<file path="src/rtl/sha1_wb_master.sv">
// Wishbone bus master that pushes one 512-bit block through a memory-mapped
// SHA1 peripheral: ID check, engine reset, message load, DONE poll, digest read.
//
// state   | meaning
// IDLE    | waiting for start_i
// CHK_ID  | read ID register and compare against the SHA1 signature
// ENG_RST | write control register with reset=1, on=0
// MSG_WR  | write message words 0..15 into MSG_IN
// POLL    | read control register until DONE (or PANIC)
// DIG_RD  | read five digest words into digest_o
// FIN     | one-cycle done_o pulse
// ERR     | one-cycle err_o pulse, err_code_o holds the cause
module sha1_wb_master #(
    parameter logic [31:0] BASE_ADDRESS = 32'h30000024,
    parameter int          TIMEOUT      = 1024
) (
    input  logic         wb_clk_i,
    input  logic         wb_rst_n_i,
    input  logic         start_i,
    input  logic [511:0] msg_i,
    output logic [159:0] digest_o,
    output logic         busy_o,
    output logic         done_o,
    output logic         err_o,
    output logic [1:0]   err_code_o,
    output logic         wbm_cyc_o,
    output logic         wbm_stb_o,
    output logic         wbm_we_o,
    output logic [3:0]   wbm_sel_o,
    output logic [31:0]  wbm_adr_o,
    output logic [31:0]  wbm_dat_o,
    input  logic [31:0]  wbm_dat_i,
    input  logic         wbm_ack_i
);
    localparam logic [31:0] ADR_ID   = BASE_ADDRESS + 32'd4;
    localparam logic [31:0] ADR_CTRL = BASE_ADDRESS + 32'd8;
    localparam logic [31:0] ADR_MSG  = BASE_ADDRESS + 32'd12;
    localparam logic [31:0] ADR_DIG  = BASE_ADDRESS + 32'd16;
    localparam logic [31:0] SHA1_ID  = 32'h53484131;
    localparam logic [31:0] EBUSY    = 32'hfffffff0;
    localparam logic [15:0] TMO_LAST = 16'(TIMEOUT - 1);

    typedef enum logic [2:0] {
        IDLE, CHK_ID, ENG_RST, MSG_WR, POLL, DIG_RD, FIN, ERR
    } state_t;

    state_t         state, state_n;
    logic           stb_q;
    logic [511:0]   msg_q;
    logic [15:0]    tmo_cnt;
    logic [3:0]     idx;
    logic           need_acc;
    logic           acc_we;
    logic [31:0]    acc_adr;
    logic [31:0]    acc_dat;
    logic [1:0]     code_n;
    logic           acked;
    logic           waiting;
    logic           tmo_hit;
    logic           launch;

    // cyc and stb always move together; sel is all-ones whenever a cycle is open
    assign wbm_cyc_o = stb_q;
    assign wbm_stb_o = stb_q;
    assign wbm_sel_o = {4{stb_q}};

    assign acked   = stb_q & wbm_ack_i;
    assign waiting = stb_q & ~wbm_ack_i;
    // POLL counts its whole stay, other states only count ack wait cycles
    assign tmo_hit = ~acked & (waiting | (state == POLL)) & (tmo_cnt == TMO_LAST);
    // a new access needs one cycle seen with stb=0 and ack=0, so a trailing ack is never reused
    assign launch  = need_acc & ~stb_q & ~wbm_ack_i & ~tmo_hit;

    // state register
    always_ff @(posedge wb_clk_i or negedge wb_rst_n_i) begin
        if (!wb_rst_n_i) state <= IDLE;
        else             state <= state_n;
    end

    // next state, error code and the access each state wants to issue
    always_comb begin
        state_n  = state;
        code_n   = err_code_o;
        need_acc = 1'b0;
        acc_we   = 1'b0;
        acc_adr  = '0;
        acc_dat  = '0;
        case (state)
            IDLE: begin
                if (start_i) begin
                    state_n = CHK_ID;
                    code_n  = 2'd0;
                end
            end
            CHK_ID: begin
                need_acc = 1'b1;
                acc_adr  = ADR_ID;
                if (acked) begin
                    if (wbm_dat_i == SHA1_ID) begin
                        state_n = ENG_RST;
                    end else begin
                        state_n = ERR;
                        code_n  = 2'd1;
                    end
                end
            end
            ENG_RST: begin
                need_acc = 1'b1;
                acc_we   = 1'b1;
                acc_adr  = ADR_CTRL;
                acc_dat  = 32'h2;
                if (acked) state_n = MSG_WR;
            end
            MSG_WR: begin
                need_acc = 1'b1;
                acc_we   = 1'b1;
                acc_adr  = ADR_MSG;
                acc_dat  = msg_q[{idx, 5'd0} +: 32];
                if (acked && idx == 4'd15) state_n = POLL;
            end
            POLL: begin
                need_acc = 1'b1;
                acc_adr  = ADR_CTRL;
                // PANIC wins over DONE: a panicked engine's digest is not trusted
                if (acked) begin
                    if (wbm_dat_i[2]) begin
                        state_n = ERR;
                        code_n  = 2'd2;
                    end else if (wbm_dat_i[3]) begin
                        state_n = DIG_RD;
                    end
                end
            end
            DIG_RD: begin
                need_acc = 1'b1;
                acc_adr  = ADR_DIG;
                if (acked) begin
                    if (wbm_dat_i == EBUSY) begin
                        state_n = ERR;
                        code_n  = 2'd3;
                    end else if (idx == 4'd4) begin
                        state_n = FIN;
                    end
                end
            end
            FIN:     state_n = IDLE;
            ERR:     state_n = IDLE;
            default: state_n = IDLE;
        endcase
        if (tmo_hit) begin
            state_n = ERR;
            code_n  = 2'd2;
        end
    end

    // bus signals, counters, latched message, digest and status outputs
    always_ff @(posedge wb_clk_i or negedge wb_rst_n_i) begin
        if (!wb_rst_n_i) begin
            stb_q      <= 1'b0;
            wbm_we_o   <= 1'b0;
            wbm_adr_o  <= '0;
            wbm_dat_o  <= '0;
            msg_q      <= '0;
            tmo_cnt    <= '0;
            idx        <= '0;
            digest_o   <= '0;
            busy_o     <= 1'b0;
            done_o     <= 1'b0;
            err_o      <= 1'b0;
            err_code_o <= '0;
        end else begin
            busy_o     <= (state_n != IDLE);
            done_o     <= (state_n == FIN);
            err_o      <= (state_n == ERR);
            err_code_o <= code_n;

            if (state == IDLE && start_i) msg_q <= msg_i;

            if (acked || tmo_hit) begin
                stb_q     <= 1'b0;
                wbm_we_o  <= 1'b0;
                wbm_adr_o <= '0;
                wbm_dat_o <= '0;
            end else if (launch) begin
                stb_q     <= 1'b1;
                wbm_we_o  <= acc_we;
                wbm_adr_o <= acc_adr;
                wbm_dat_o <= acc_dat;
            end

            if (state_n == POLL && state != POLL)     tmo_cnt <= '0;
            else if (launch && state != POLL)         tmo_cnt <= '0;
            else if (waiting || state == POLL)        tmo_cnt <= tmo_cnt + 16'd1;

            if (state_n != state)                                   idx <= '0;
            else if (acked && (state == MSG_WR || state == DIG_RD)) idx <= idx + 4'd1;

            if (state == DIG_RD && acked && wbm_dat_i != EBUSY) begin
                for (int k = 0; k < 5; k++) begin
                    if (idx == 4'(k)) digest_o[32*k +: 32] <= wbm_dat_i;
                end
            end
        end
    end
endmodule
</file>
<file path="config.mk">
export PLATFORM = sky130hd
export DESIGN_NAME = sha1_wb_master
export DESIGN_NICKNAME = d
export VERILOG_FILES = /design/src/rtl/sha1_wb_master.sv
export SDC_FILE = /design/constraint.sdc
export NUM_CORES = 1
export LEC_CHECK = 0
export CAP_MARGIN = 30
export CORE_AREA = 2 2 307 309
export DETAILED_ROUTE_END_ITERATION = 12
export DIE_AREA = 0 0 309 311
export GPL_TIMING_DRIVEN = 1
export PLACE_DENSITY = 0.69
export SYNTH_ARGS = -nofsm -noshare
export SYNTH_HDL_FRONTEND = slang
export SYNTH_SLANG_ARGS = --single-unit
</file>
<file path="constraint.sdc">
create_clock -name wb_clk_i -period 4.4 [get_ports wb_clk_i]
set_clock_uncertainty 0.2 [all_clocks]
set_input_delay 0.88 -clock wb_clk_i [delete_from_list [all_inputs] [get_ports wb_clk_i]]
set_output_delay 0.88 -clock wb_clk_i [all_outputs]
set_load 0.05 [all_outputs]
</file>
Word level (Yosys, flattened, before mapping)
Cells that the tools add are included.

Flip-flop bits (word level): 766. Input port bits: 548. Output and inout port bits: 236. Logic and storage cells: 126.

Add/subtract/negate cells: 2. Equal/unequal tests: 28. Shift operators: 1. Muxes and demuxes: 39. Bitwise gates (word level): 12. Reduce and logical (&&, ||, !) cells: 27.

Operators with widths (number): $shiftx A512 B10 Y32 (1); $mux W32 (4); $pmux W30 S4 (1); $pmux W32 S2 (1); $mux W16 (3); $mux W3 (12); $eq A32 B31 Y1 const B (1); $eq A32 B32 Y1 const B (1); $ne A32 B32 Y1 const B (1); $ne A3 B3 Y1 const B (8); $eq A3 B3 Y1 const B (7); $pmux W3 S7 (1); $add A16 B1 Y16 const B (1); $eq A16 B10 Y1 const B (1); $mux W2 (8); $reduce_and A2 Y1 (5); $eq A4 B2 Y1 const B (2); $mux W4 (2); $pmux W2 S4 (1); $reduce_and A8 Y1 (1); $and A1 B1 Y1 (7); $logic_and A1 B1 Y1 (7); $eq A3 B2 Y1 const B (2); $mux W1 (6); other kinds (16) (25).

Logic depth before layout (Yosys ltp)
Word-level depth: 10. Mapped depth: 12.

Worst setup path after synthesis
Ideal clock, no wire load.

Path type: input-to-reg. Start point: input wbm_dat_i[2]. End point: register digest_o[128]. Library setup time: 0.125 ns. Arrival: 3.117 ns. Data required time: 4.075 ns. Path slack: 0.958 ns. Stages: 8. Cell sequence: buf_6 -> or2_1 -> or4_4 -> nor4_4 -> o32ai_1 -> nor4b_4 -> buf_6 -> mux2_2.

Word-level cells in the longest chain between the ends: 3.

Ends and longest elaborated chain: start, declared (line 32) `input logic [31:0] wbm_dat_i,`; $ne A32 B32 Y1 (line 198) `if (state == DIG_RD && acked && wbm_dat_i != EBUSY) begin`; $logic_and A1 B1 Y1 (line 198); $reduce_and A2 Y1 (no source line); end signal, assigned by index (line 200) `if (idx == 4'(k)) digest_o[32*k +: 32] <= wbm_dat_i;`; end, declared (line 21) `output logic [159:0] digest_o,`.

Every way passes these cells. A chain may end at the register's enable or synchronous reset.

Final worst setup path
Start point: input wbm_dat_i[4]. End point: register digest_o[129].

The elaborated chain is that of the path after synthesis.

==> results.md <==
- Status: complete, no violations
- Fmax: 0.275 GHz
- Seq/Total Area, Yosys: 57.1%
- Setup CP Type: input pin to flip-flop
- CTS buffer count: 81
- Met3 WL post-DR: 8.15 mm
- CTS tree: yes
- Clock Latency Late Sink: 0.65 ns
- Top sig layer: met5
- Worst-path cell chain: clkdlybuf4s50_1, nand4_1, or4_4, nor4_1, o311a_2, nor4b_4, buf_12, mux2_1
- Sink Count: 738
- CP max stage delay: 0.63 ns
- Total GRT Usage: 22.0%
- FF-to-FF setup slack: 0.97 ns
- Mapped Avg Cell Area: 10.4 sq um
- Layout cell share with drive strength beyond 1: 13.7%
- Synth Area in Adders: 0.194%
- Synth Area in Compound Gates: 1.43%
- P_leak: 20.9 nW
- FILL cells: 8,525
- Crit start category: input pin
- Buffers on Ports: 757
- Cell variety after synth: 61
- Crit. End Element: flip-flop
- Post-layout minimum cycle time: 3.63 ns
- Die area: 96,100 sq um
- Metal2 WL: 52.3 mm
- DP Worst Slack: 0.0871 ns
- NetSw: 10.3 mW
- Vias per cell: 4.85
- Wire per inst: 20.7 um
- Area share of and/or/nand/nor cells after synthesis: 20.4%
- Setup TNS: 0 ns
- Via count: 25,000
- Synth warnings: 0
- CP bufs+invs: 2
- Crit path max fanout: 33
- Synth Register Bits: 738
- Largest family of logic cells by synthesized area: simple AND/OR/NAND/NOR gates
- Row cnt: 112
- Post-synth ARST share: 100%
- Crit path required time: 4.72 ns
- Final setup viols: 0
- Pwr Total: 28.0 mW
- Crit share post-route: 82.6%
- Core region area: 92,800 sq um
- PostCTS Resize Cnt: 0
- Worst vdd ir: 0.408 mV
- Cell Int Power: 17.7 mW
- DRC: 0
- Total Routed Length: 107 mm
- Area leader, netlist: dfrtp_1
- Main synth FF type: dfrtp_1
- Max_cap viols: 0
- Final Max Tran Viols: 0
- Sequential Power Share: 39.1%
- Mapped Area: 32,300 sq um
- Initial antenna violation count: 24
- Power Dens Cells: 634 nW/um^2
- RSZ-0062 raised after global routing: false
- Routability cong.: 0.878
- Die Wd: 309 um
- Sw frac: 36.7%
- DP HPWL: 76.4 mm
- Worst Hold Class: flip-flop to flip-flop
- Slew headroom: 29.9%
- Crit path max-delay family: simple AND/OR/NAND/NOR gates
- Clk slew on worst S/H paths: 0.06 ns
- Number of synthesized flops with an enable pin: 0
- Initial Util: 34.8%
- Area grow syn2layout: 36.8%
- Gr ovfl total: 0
- # hold bufs at CTS: 1
- Post-synth top area share: 57.1%
- IO Pins: 784
- Placed Cells: 5,008
- Comb power frac: 36.3%
- Final Non-Filler Cells: 5,162
- Layout Nets: 4,392
- Post-Syn Instances: 3,112
- Fin. Hold Viols: 0
- Largest cells by area after synthesis: dfrtp_1, nand2_1, mux4_2
- Post-route ant nets: 0
- Largest net degree at the start of global routing: 190
- Worst-margin pin slew: 1.05 ns
- Vias in the first global route: 25,600
- Reg area: 18,500 sq um
- Area of the multi-input gates: 12,900 sq um
- Met1 Routed Length: 43.0 mm
- Pre-antenna DRT Iters: 7
- Critical path arrival: 3.95 ns
- Final WS setup: 0.766 ns
- First-pass GRT wire length: 159 mm
- Initial DRC Count: 1,981
- Postcts setup bufs: 0
- Clock root buffer: clkbuf_16
- H-tree Lvls: 3
- DIE HEIGHT: 311 um
- Post-synthesis mux area share: 16.8%
- Slowest cell on crit path: clkdlybuf4s50_1
- Clock power share: 24.6%
- Clk buf depth: 3
- Post-Synth XOR/XNOR Area: 0.542%
power groups by stage:
stage	combinational (mW)	sequential [mW]	clock [mW]
floorplan	5.68	11.9	0
global placement	10.1	10.9	0
detailed placement	10.2	11.0	0
CTS	10.3	11.0	7.06
global route	11.2	11.3	7.31
finish	10.2	11.0	6.91
layout make-up:
class                      instances  share of cell area (%)
antenna                            7                  0.0396
timing repair buffer             835                    19.1
tap                             1254                    3.55
sequential                       738                    41.8
inverter                          41                   0.348
clock inverter                    23                   0.557
multi-input combinational       2142                    29.1
clock buffer                     122                    5.53
synthesized netlist by cell type, types with 2 or more instances:
library cell  number
a211o_1            2
a211oi_1           6
a21o_1             3
a21oi_1            8
a22o_1             2
and2_1             2
and3_1             5
and4_1             2
buf_1             34
buf_2              2
buf_4             33
buf_6              4
clkbuf_1         143
dfrtp_1          738
ha_1               5
inv_1             41
mux2_1             8
mux2_2           152
mux2i_1            2
mux4_2           160
nand2_1         1591
nand2b_1           2
nand3_1           12
nand3b_1           2
nand4_1           13
nand4b_1           3
nor2_1            29
nor2b_1            2
nor3_1             8
nor4_1            12
nor4b_1            3
o21ai_0           35
o31ai_1            2
xnor2_1           12
xor2_1             8
registers in the layout (all words and copies together) (netlist names):
name        cells
digest_o      160
wbm_cyc_o       1
tmo_cnt        16
wbm_we_o        1
busy_o          1
done_o          1
wbm_dat_o      32
err_code_o      2
state           3
msg_q         512
err_o           1
idx             4
wbm_adr_o       4
final timing paths:
kind / startpoint / endpoint / depth (start not counted)
worst max-delay path: wbm_dat_i[4] / digest_o[129]$_DFFE_PN0P_ / 8
worst min-delay path: msg_q[217]$_DFFE_PN0P_ / msg_q[217]$_DFFE_PN0P_ / 2
worst max register to register: state[1]$_DFF_PN0_ / msg_q[49]$_DFFE_PN0P_ / 5
worst min register to register: msg_q[217]$_DFFE_PN0P_ / msg_q[217]$_DFFE_PN0P_ / 2
max in group asynchronous: wb_rst_n_i / msg_q[421]$_DFFE_PN0P_ / 3
min in group asynchronous: wb_rst_n_i / digest_o[104]$_DFFE_PN0P_ / 2
worst register-to-register path, stage by stage (launching register included):
cell and delay (ns):
dfrtp_1 0.81, or4b_4 0.47, buf_12 0.51, buf_4 1.09, nand2_1 0.18, nand2_1 0.11
routing by layer:
metal  global-route usage, %  up-vias
met4                    7.60       22
met1                    27.6    12400
met2                    36.8      899
met5                       0        -
met3                    5.34      180
li1                        -    11500
logic make-up after synthesis:
logic type                 Yosys count
AOI/OAI and AO/OA                   73
xor gates and xnor gates            20
adders and majority gates            5
buffers and inverters              257
DFF                                738
muxes                              322
other                                1
and+or+nand+nor                   1696
metrics by stage:
stage | area [sq um] | utilization, % | hold slack [ns]
6_report | 44200 | 47.7 | 0.266
5_1_grt | 44200 | 47.7 | 0.276
4_1_cts | 44200 | 47.6 | 0.271
3_5_place_dp | 41500 | 44.7 | 0.257
3_3_place_gp | 41500 | 44.7 | 0.252
2_1_floorplan | 32400 | - | 0.240
layout by cell type, fill, tap and decap left out, types with 7 or more instances in the layout:
cell,instances
nor3_1,8
clkinv_2,10
mux4_2,160
clkbuf_8,22
dfrtp_1,734
mux2_2,152
buf_4,55
buf_12,22
conb_1,26
clkdlybuf4s50_1,756
a21oi_1,8
nand2_1,1591
nor4_1,12
xor2_1,8
nor2_1,29
diode_2,7
clkbuf_16,83
o21ai_0,35
xnor2_1,12
mux2_1,8
inv_1,41
clkbuf_1,17
nand4_1,13
nand3_1,11
(Power assumes the default switching activity.)
